<file path="src/rtl/edabk_transmitter_arbiter_pkg.sv">
// Shared types and defaults for the UART transmit arbiter.
// Provides CFG_DATA_WIDTH when the build does not define it.
`ifndef CFG_DATA_WIDTH
`define CFG_DATA_WIDTH 8
`endif

package edabk_uart_pkg;

    typedef enum logic [1:0] {
        IDLE,
        START,
        WAIT_FIN,
        RELEASE
    } arb_state_t;

    localparam int NUM_REQ_DEF     = 4;
    localparam int TIMEOUT_CYC_DEF = 4096;

endpackage

</file>
<file path="src/rtl/edabk_transmitter_arbiter_if.sv">
// Requester-side and transmitter-side signals of the arbiter.
// master: arbiter view, slave: sources plus transmitter view.
interface edabk_transmitter_arbiter_if
    import edabk_uart_pkg::*;
#(
    parameter int NUM_REQ    = NUM_REQ_DEF,
    parameter int DATA_WIDTH = `CFG_DATA_WIDTH,
    parameter int ID_WIDTH   = $clog2(NUM_REQ)
);

    logic [NUM_REQ-1:0]            req;
    logic [NUM_REQ*DATA_WIDTH-1:0] req_data;
    logic [NUM_REQ-1:0]            req_parity;
    logic [NUM_REQ-1:0]            ack;
    logic                          tx_start;
    logic [DATA_WIDTH-1:0]         tx_data;
    logic                          tx_parity;
    logic                          tx_finish;
    logic                          busy;
    logic [ID_WIDTH-1:0]           grant_id;
    logic                          timeout_err;

    modport master (
        input  req, req_data, req_parity, tx_finish,
        output ack, tx_start, tx_data, tx_parity,
        output busy, grant_id, timeout_err
    );

    modport slave (
        output req, req_data, req_parity, tx_finish,
        input  ack, tx_start, tx_data, tx_parity,
        input  busy, grant_id, timeout_err
    );

endinterface

</file>
<file path="src/rtl/edabk_rr_picker.sv">
// Round-robin search: first set request at or above ptr,
// wrapping modulo NUM_REQ.
module edabk_rr_picker #(
    parameter int NUM_REQ  = 4,
    parameter int ID_WIDTH = $clog2(NUM_REQ)
) (
    input  logic [NUM_REQ-1:0]  req_i,
    input  logic [ID_WIDTH-1:0] ptr_i,
    output logic                valid_o,
    output logic [ID_WIDTH-1:0] idx_o
);

    int j;

    // Scan from the farthest offset down so the nearest hit wins.
    always_comb begin
        valid_o = 1'b0;
        idx_o   = '0;
        j       = 0;
        for (int i = NUM_REQ - 1; i >= 0; i--) begin
            j = int'(ptr_i) + i;
            if (j >= NUM_REQ) begin
                j = j - NUM_REQ;
            end
            if (req_i[j]) begin
                valid_o = 1'b1;
                idx_o   = ID_WIDTH'(j);
            end
        end
    end

endmodule

</file>
<file path="src/rtl/edabk_transmitter_arbiter.sv">
// Round-robin arbiter sharing one UART transmitter among requesters.
// EDABK_TX_ARB_TIMEOUT_EN adds a sticky tx_finish watchdog.
module edabk_transmitter_arbiter
    import edabk_uart_pkg::*;
#(
    parameter int NUM_REQ    = NUM_REQ_DEF,
    parameter int DATA_WIDTH = `CFG_DATA_WIDTH,
    parameter int ID_WIDTH   = $clog2(NUM_REQ)
`ifdef EDABK_TX_ARB_TIMEOUT_EN
    ,
    parameter int TIMEOUT_CYC = TIMEOUT_CYC_DEF
`endif
) (
    input logic bclk,
    input logic reset_n,
    edabk_transmitter_arbiter_if.master bus
);

    arb_state_t            state_q, state_d;
    logic [ID_WIDTH-1:0]   ptr_q, ptr_d;
    logic [ID_WIDTH-1:0]   grant_q, grant_d;
    logic [DATA_WIDTH-1:0] data_q, data_d;
    logic                  par_q, par_d;
    logic [NUM_REQ-1:0]    ack_q, ack_d;
    logic                  start_q, start_d;
    logic                  busy_q, busy_d;
    logic                  pick_valid;
    logic [ID_WIDTH-1:0]   pick_idx;

    edabk_rr_picker #(
        .NUM_REQ  (NUM_REQ),
        .ID_WIDTH (ID_WIDTH)
    ) u_picker (
        .req_i   (bus.req),
        .ptr_i   (ptr_q),
        .valid_o (pick_valid),
        .idx_o   (pick_idx)
    );

`ifdef EDABK_TX_ARB_TIMEOUT_EN
    localparam int CNT_W = $clog2(TIMEOUT_CYC + 1);

    logic [CNT_W-1:0] cnt_q, cnt_d;
    logic             terr_q, terr_d;

    // Cycles spent in WAIT_FIN; zero on entry.
    always_comb begin
        cnt_d = '0;
        if (state_q == WAIT_FIN) begin
            cnt_d = cnt_q + 1'b1;
        end
    end

    // Watchdog counter and sticky error flag.
    always_ff @(posedge bclk or negedge reset_n) begin
        if (!reset_n) begin
            cnt_q  <= '0;
            terr_q <= 1'b0;
        end else begin
            cnt_q  <= cnt_d;
            terr_q <= terr_d;
        end
    end

    assign bus.timeout_err = terr_q;
`else
    assign bus.timeout_err = 1'b0;
`endif

    // Next state, grant latch and registered output values.
    always_comb begin
        state_d = state_q;
        ptr_d   = ptr_q;
        grant_d = grant_q;
        data_d  = data_q;
        par_d   = par_q;
`ifdef EDABK_TX_ARB_TIMEOUT_EN
        terr_d  = terr_q;
`endif
        unique case (state_q)
            IDLE: begin
                if (pick_valid) begin
                    grant_d = pick_idx;
                    data_d  = bus.req_data[int'(pick_idx)*DATA_WIDTH +: DATA_WIDTH];
                    par_d   = bus.req_parity[pick_idx];
                    state_d = START;
                end
            end
            START: begin
                state_d = WAIT_FIN;
            end
            WAIT_FIN: begin
                if (bus.tx_finish) begin
                    state_d = RELEASE;
                end
`ifdef EDABK_TX_ARB_TIMEOUT_EN
                else if (cnt_q == CNT_W'(TIMEOUT_CYC - 1)) begin
                    terr_d  = 1'b1;
                    state_d = RELEASE;
                end
`endif
            end
            RELEASE: begin
                ptr_d   = (grant_q == ID_WIDTH'(NUM_REQ - 1)) ?
                          '0 : grant_q + 1'b1;
                state_d = IDLE;
            end
            default: begin
                state_d = IDLE;
            end
        endcase
        start_d = (state_d == START);
        busy_d  = (state_d != IDLE);
        ack_d   = (state_d == RELEASE) ?
                  (NUM_REQ'(1) << grant_d) : '0;
    end

    // State and output registers.
    always_ff @(posedge bclk or negedge reset_n) begin
        if (!reset_n) begin
            state_q <= IDLE;
            ptr_q   <= '0;
            grant_q <= '0;
            data_q  <= '0;
            par_q   <= 1'b0;
            ack_q   <= '0;
            start_q <= 1'b0;
            busy_q  <= 1'b0;
        end else begin
            state_q <= state_d;
            ptr_q   <= ptr_d;
            grant_q <= grant_d;
            data_q  <= data_d;
            par_q   <= par_d;
            ack_q   <= ack_d;
            start_q <= start_d;
            busy_q  <= busy_d;
        end
    end

    assign bus.ack       = ack_q;
    assign bus.tx_start  = start_q;
    assign bus.tx_data   = data_q;
    assign bus.tx_parity = par_q;
    assign bus.busy      = busy_q;
    assign bus.grant_id  = grant_q;

endmodule

</file>
<file path="src/flat_wrapper.sv">
// flat-port wrapper written by rule: the top's interface ports become plain ports
module edabk_transmitter_arbiter_flat import edabk_uart_pkg::*;
#(
    parameter int NUM_REQ    = NUM_REQ_DEF,
    parameter int DATA_WIDTH = `CFG_DATA_WIDTH,
    parameter int ID_WIDTH   = $clog2(NUM_REQ)

)
  (bclk, reset_n, bus_req, bus_req_data, bus_req_parity, bus_tx_finish, bus_ack, bus_tx_start, bus_tx_data, bus_tx_parity, bus_busy, bus_grant_id, bus_timeout_err);
  edabk_transmitter_arbiter_if #(.NUM_REQ(NUM_REQ), .DATA_WIDTH(DATA_WIDTH), .ID_WIDTH(ID_WIDTH)) bus_i ();
  input logic bclk;
  input logic reset_n;
  input wire logic [$bits(bus_i.req)-1:0] bus_req;
  input wire logic [$bits(bus_i.req_data)-1:0] bus_req_data;
  input wire logic [$bits(bus_i.req_parity)-1:0] bus_req_parity;
  input wire logic [$bits(bus_i.tx_finish)-1:0] bus_tx_finish;
  output wire logic [$bits(bus_i.ack)-1:0] bus_ack;
  output wire logic [$bits(bus_i.tx_start)-1:0] bus_tx_start;
  output wire logic [$bits(bus_i.tx_data)-1:0] bus_tx_data;
  output wire logic [$bits(bus_i.tx_parity)-1:0] bus_tx_parity;
  output wire logic [$bits(bus_i.busy)-1:0] bus_busy;
  output wire logic [$bits(bus_i.grant_id)-1:0] bus_grant_id;
  output wire logic [$bits(bus_i.timeout_err)-1:0] bus_timeout_err;
  assign bus_i.req = bus_req;
  assign bus_i.req_data = bus_req_data;
  assign bus_i.req_parity = bus_req_parity;
  assign bus_i.tx_finish = bus_tx_finish;
  assign bus_ack = bus_i.ack;
  assign bus_tx_start = bus_i.tx_start;
  assign bus_tx_data = bus_i.tx_data;
  assign bus_tx_parity = bus_i.tx_parity;
  assign bus_busy = bus_i.busy;
  assign bus_grant_id = bus_i.grant_id;
  assign bus_timeout_err = bus_i.timeout_err;
  edabk_transmitter_arbiter #(.NUM_REQ(NUM_REQ), .DATA_WIDTH(DATA_WIDTH), .ID_WIDTH(ID_WIDTH)) u_core (.bclk(bclk), .reset_n(reset_n), .bus(bus_i));
endmodule
</file>
<file path="config.mk">
export PLATFORM = sky130hd
export DESIGN_NAME = edabk_transmitter_arbiter_flat
export DESIGN_NICKNAME = d
export VERILOG_FILES = /design/src/rtl/edabk_transmitter_arbiter_pkg.sv /design/src/rtl/edabk_transmitter_arbiter_if.sv /design/src/rtl/edabk_rr_picker.sv /design/src/rtl/edabk_transmitter_arbiter.sv /design/src/flat_wrapper.sv
export SDC_FILE = /design/constraint.sdc
export NUM_CORES = 1
export LEC_CHECK = 0
export ABC_CLOCK_PERIOD_IN_PS = 3300
export BUFFER_PORTS_ARGS = -buffer_cell sky130_fd_sc_hd__buf_2
export CAP_MARGIN = 25
export CORE_MARGIN = 1
export CORE_UTILIZATION = 38
export DETAILED_ROUTE_END_ITERATION = 7
export GPL_TIMING_DRIVEN = 0
export PLACE_DENSITY = 0.68
export REMOVE_ABC_BUFFERS = 1
export SLEW_MARGIN = 20
export SYNTH_ARGS = -nofsm -noshare
export SYNTH_HDL_FRONTEND = slang
export SYNTH_SLANG_ARGS = --single-unit
</file>
<file path="constraint.sdc">
create_clock -name bclk -period 3.3 [get_ports bclk]
set_input_delay 0.66 -clock bclk [delete_from_list [all_inputs] [get_ports bclk]]
set_output_delay 0.66 -clock bclk [all_outputs]
set_load 0.05 [all_outputs]
</file>
# --- Word-level counts from Yosys, hierarchy flattened ---
# Cells that the tools add are included.
word_totals:
  regBits: 21
  output_inout_bits: 18
  elab_cells: 69
  input_bits: 43
op_classes:
  order_cmp: 9
  shifts: 2
  n_addsub: 8
  n_reduce_logical: 3
  n_eq_ne: 6
  mux: 33
op_table:
  columns: ["op", "n"]
  rows:
  - ["less-than comparator 32 x 4 -> 1 bit (second input constant)", 4]
  - ["2-to-1 mux 32 bit", 4]
  - ["greater-or-equal comparator 32 x 4 -> 1 bit (second input constant)", 1]
  - ["variable part select 32 x 6 -> 8 bit", 1]
  - ["subtractor 32 x 4 -> 32 bit (second input constant)", 1]
  - ["2-to-1 mux 2 bit", 9]
  - ["2-to-1 mux 1 bit", 13]
  - ["binary-select mux 1 bit (select 2 bit)", 5]
  - ["equality test 2 bit (second input constant)", 4]
  - ["one-hot mux 2 bit (4 select lines)", 1]
  - ["subtractor 3 x 3 -> 4 bit (second input constant)", 2]
  - ["adder 2 x 2 -> 3 bit (second input constant)", 2]
  - ["greater-or-equal comparator 3 bit (second input constant)", 2]
  - ["equality test 2 x 1 -> 1 bit (second input constant)", 2]
  - ["2-to-1 mux 4 bit", 1]
  - ["left shift 1 x 2 -> 4 bit (first input constant)", 1]
  - ["subtractor 2 x 3 -> 4 bit (second input constant)", 1]
  - ["adder 2 x 1 -> 3 bit (second input constant)", 1]
  - ["greater-or-equal comparator 2 x 3 -> 1 bit (second input constant)", 1]
  - ["less-than comparator 2 x 3 -> 1 bit (second input constant)", 1]
  - ["adder 2 x 1 -> 2 bit (second input constant)", 1]
  - ["logical NOT 2 bit", 1]
  - ["AND reduction 2 bit", 1]
  - ["nonzero test 2 bit", 1]

# --- Longest topological paths before layout ---
depth:
  depth_word: 14
  depth_mapped: 7
  depth_no_buf: 7

# --- Modules after synthesis ---
# From an unflattened synthesis, not the netlist that was laid out.
unflattened:
  cells_unflattened: 104
  hier_area_um2: 1162.4
modules_own_cells:
  columns: ["mod", "seq_area_each_um2", "area_per_inst_um2", "n_inst", "cells_per_inst"]
  rows:
  - ["edabk_transmitter_arbiter", 525.5, 1084.8, 1, 91]
  - ["edabk_rr_picker", 0.0, 77.6, 1, 13]

# --- Worst setup path after synthesis ---
# Ideal clock, no wire load.
synth_path:
  kind: "in2reg"
  startpoint: "input bus_req[0]"
  endpoint: "register u_core.ack_q[0], in the netlist u_core.bus.ack[0]"
  stages: 6
  setup_slack_ns: 1.422
  arrival_ns: 1.759
  path_buffers: 1
  setup_ns: 0.120
  t_required_ns: 3.180
  cell_sequence: "nor2b_1 -> o21ba_1 -> a211o_1 -> buf_6 -> o2111ai_1 -> and3b_1"
synth_between:
  elab_chain_cells: 11
  word_cells_on_any_way: 27
  cone_classes: "eq/ne (1); shift (1); mux (25)"
synth_lines:
  columns: ["element", "line_no", "source"]
  rows:
  - ["start: declaration", "flat_wrapper.sv:13", "input wire logic [$bits(bus_i.req)-1:0] bus_req;"]
  - ["binary-select mux 1 bit (select 2 bit)", "edabk_rr_picker.sv:25", "if (req_i[j]) begin"]
  - ["2-to-1 mux 1 bit (not written as such) (2 in series)", "edabk_rr_picker.sv:25", null]
  - ["2-to-1 mux 1 bit / 2-to-1 mux 2 bit (equally long branches) (4 in series)", "edabk_rr_picker.sv:25", null]
  - ["2-to-1 mux 2 bit", "edabk_transmitter_arbiter.sv:82", "if (pick_valid) begin"]
  - ["one-hot mux 2 bit (4 select lines) / 2-to-1 mux 2 bit (equally long branches)", "edabk_transmitter_arbiter.sv:80", "unique case (state_q)"]
  - ["equality test 2 bit / left shift 1 x 2 -> 4 bit (equally long branches)", "edabk_transmitter_arbiter.sv:114, edabk_transmitter_arbiter.sv:115", null]
  - ["2-to-1 mux 4 bit (*)", "edabk_transmitter_arbiter.sv:114", "ack_d = (state_d == RELEASE) ?"]
  - ["named net u_core.ack_d[0]", "edabk_transmitter_arbiter.sv:24", "logic [NUM_REQ-1:0] ack_q, ack_d;"]
  - ["end signal: assignment", "edabk_transmitter_arbiter.sv:135", "ack_q <= ack_d;"]
  - ["end: declaration", "edabk_transmitter_arbiter.sv:24", null]
# The timed path passes the listed nets; every way through them passes the cells marked *. The select of a mux whose other input is x is not followed.
# A chain may end at the register's enable or synchronous reset.

# --- Worst setup path in the final report ---
# Ends and elaborated chain as after synthesis.

==> flow_metrics.py <==
metrics = {
    "critical_path": {
        "critPathArrivalTime_ps": 2380,
        "crit_type": "in -> reg",
        "path_max_fanout": 20,
        "critical_path_required_ps": 3510,
        "endpoint_kind": "flop",
        "startpoint_type": "primary input",
    },
    "sta": {
        "finClkSkew_ps": 6.88,
        "rsz0062_at_grt": "false",
        "fin_crit_sh": 0.656,
        "fmax_mhz": 462,
        "hold_viol": 0,
        "max-slew-margin-rel": 0.359,
        "min_period_ps": 2170,
        "finalSetupTns_ps": 0,
        "whs_ps": 286,
        "slew_violations": 0,
        "tightest_slew_ps": 962,
        "finalSetupViolations": 0,
    },
    "synthesis": {
        "synth_most_common_cell": "dfrtp_1",
        "synth_seq_cells": 21,
        "synth_top_area_frac": 0.454,
        "ys.warnings.count": 0,
        "postSynthAreaPerCell_um2": 11.0,
        "synthCells": 105,
        "ys.flop_type": "dfrtp_1",
        "synth_area_leaders": "dfrtp_1, mux2i_1, o221ai_1",
        "yosys.area.top_type": "dfrtp_1",
        "synth_edf_count": 0,
        "netlist_area_um2": 1160,
        "synth_common_cells": "dfrtp_1, mux2i_1, nand2_1, o221ai_1",
        "seq_area_frac_synth": 0.454,
        "synth.distinct_cells": 30,
        "synthArstFlopShare": 1.00,
    },
    "clock_network": {
        "htree_levels": 1,
        "hold_buffers": 0,
        "cts_buffer_depth": 2,
        "cts_root_buf": "clkbuf_4",
        "post_cts_buffers": 0,
        "cts.sinks": 21,
        "clkTransAtPathRegs_ps": 120,
        "tritoncts": "built",
        "clk-insertion-delay-late_ps": 300,
        "cts.repair.resized": 0,
        "numCtsBuffers": 3,
    },
    "status": {
        "status": "finished, violations left",
        "violations": "design-rule violations",
    },
    "grt": {
        "grt_pass1_wl_mm": 4.29,
        "grt_overflow": 0,
        "antenna_found_initial": 0,
        "grt_pass1_vias": 962,
        "grt.total_usage": 0.173,
        "grt_max_degree": 22,
    },
    "cells_and_area": {
        "antenna_cells": 0,
        "final_nets": 211,
        "post-route-util": 0.527,
        "drive_above_1_share": 0.414,
        "nFillCells": 261,
        "syn_to_final_growth_pct": 28.7,
    },
    "drt": {
        "drc": 8,
        "routed_via_density": 5.32,
        "wl_per_cell_um": 13.5,
        "dr.first_iter.drc_count": 66,
        "vias": 1026,
        "routed_wl_mm": 2.60,
        "first_pass_iters": 6,
        "final_antenna_net_count": 0,
    },
    "pwr": {
        "powerDensity_nw_per_um2": 1000,
        "power_w": 0.00150,
        "leakagePower_nw": 0.837,
        "ir_drop_mv": 0.524,
    },
    "place": {
        "gp_congestion": 0.711,
        "io_buffers": 59,
        "dp_hpwl_mm": 2.01,
    },
    "min_path": {
        "hold_path_class": "in -> async",
    },
    "job": {
        "drv_cap": 0,
    },
    "die": {
        "initial_core_util": 0.410,
        "rows": 19,
        "coreArea_um2": 2830,
        "io_pins": 61,
        "dieArea_um2": 3270,
        "die_w_um": 57.2,
        "fp.dieH_um": 57.2,
    },
}
-- path summary, 6_finish.rpt --
path / slack, ps / cells after the start / startpoint / to
setup / recovery: 1130 / 6 / bus_req[0] / u_core.bus.ack[0]
hold / removal: 290 / 1 / reset_n / u_core.ptr_q[0]
setup reg to reg: 1230 / 5 / u_core.ptr_q[0] / u_core.bus.tx_data[0]
hold reg to reg: 500 / 2 / u_core.bus.tx_data[2] / u_core.bus.tx_data[2]
max in group asynchronous: 2690 / 1 / reset_n / u_core.bus.tx_data[6]
min in group bclk: 500 / 2 / u_core.bus.tx_data[2] / u_core.bus.tx_data[2]
-- kinds of logic after synthesis --
| family | synth area share |
|---|---|
| mux | 0.175 |
| fa+ha+maj | 0.0540 |
| compound gates | 0.160 |
| buf+inv | 0.0508 |
| other cells | 0.00324 |
| flops | 0.454 |
| simple gates | 0.104 |
-- layout make-up --
| class | instances | area, um2 | area share |
|---|---|---|---|
| clock buffer | 3 | 22.5 | 0.0151 |
| sequential | 21 | 526 | 0.352 |
| tap | 31 | 38.8 | 0.0260 |
| inverter | 5 | 18.8 | 0.0126 |
| multi-input combinational | 73 | 586 | 0.393 |
| clock inverter | 1 | 5.00 | 0.00336 |
| timing repair buffer | 59 | 295 | 0.198 |
-- state kept, by name (all words and copies together), names as in the netlist --
signal and flops:
u_core.bus.busy 1, u_core.bus.tx_start 1, u_core.bus.grant_id 2, u_core.bus.ack 4, u_core.state_q 2, u_core.ptr_q 2, u_core.bus.tx_data 8, u_core.bus.tx_parity 1
-- metal layers --
metal	share of wire	up-vias	track usage	wire [um]
li1	-	494	-	-
met1	0.44	469	0.229	1150
met5	0	-	0	0
met3	0.099	2	0.0385	257
met2	0.45	61	0.276	1170
met4	0.0077	0	0.0697	20
-- metrics by stage --
stage,instance area (um2),setup WS [ps],instances
3_3_place_gp,1450,483,189
6_report,1490,1130,193
5_1_grt,1490,993,193
4_1_cts,1490,1110,193
3_5_place_dp,1460,793,189
2_1_floorplan,1120,1150,99
-- worst max-delay path, cell delays in order --
cell	delay (ps)
buf_2	130
nor2b_1	150
o21ba_1	190
a211o_1	630
o2111ai_1	410
and3b_1	210
-- report_power, final --
group          total [W]  internal (W)  leakage, nW  switching (W)
sequential      0.000448      0.000374        0.262      0.0000741
clock           0.000123     0.0000452       0.0177      0.0000778
combinational   0.000924      0.000304        0.557       0.000620
-- cell usage in the layout, fill, tap and decap left out, types with 2 or more instances in the layout --
master / netlist / layout
buf_2: 2 / 59
dfrtp_1: 21 / 21
mux2i_1: 18 / 18
nand2_1: 13 / 13
o221ai_1: 9 / 9
inv_1: 5 / 5
ha_1: 5 / 5
nor2_1: 4 / 4
nor2b_1: 3 / 3
clkbuf_4: 0 / 3
a21oi_1: 2 / 2
o22ai_1: 2 / 2
mux2_2: 2 / 2
Note: power is estimated with default switching activity, not from simulation.
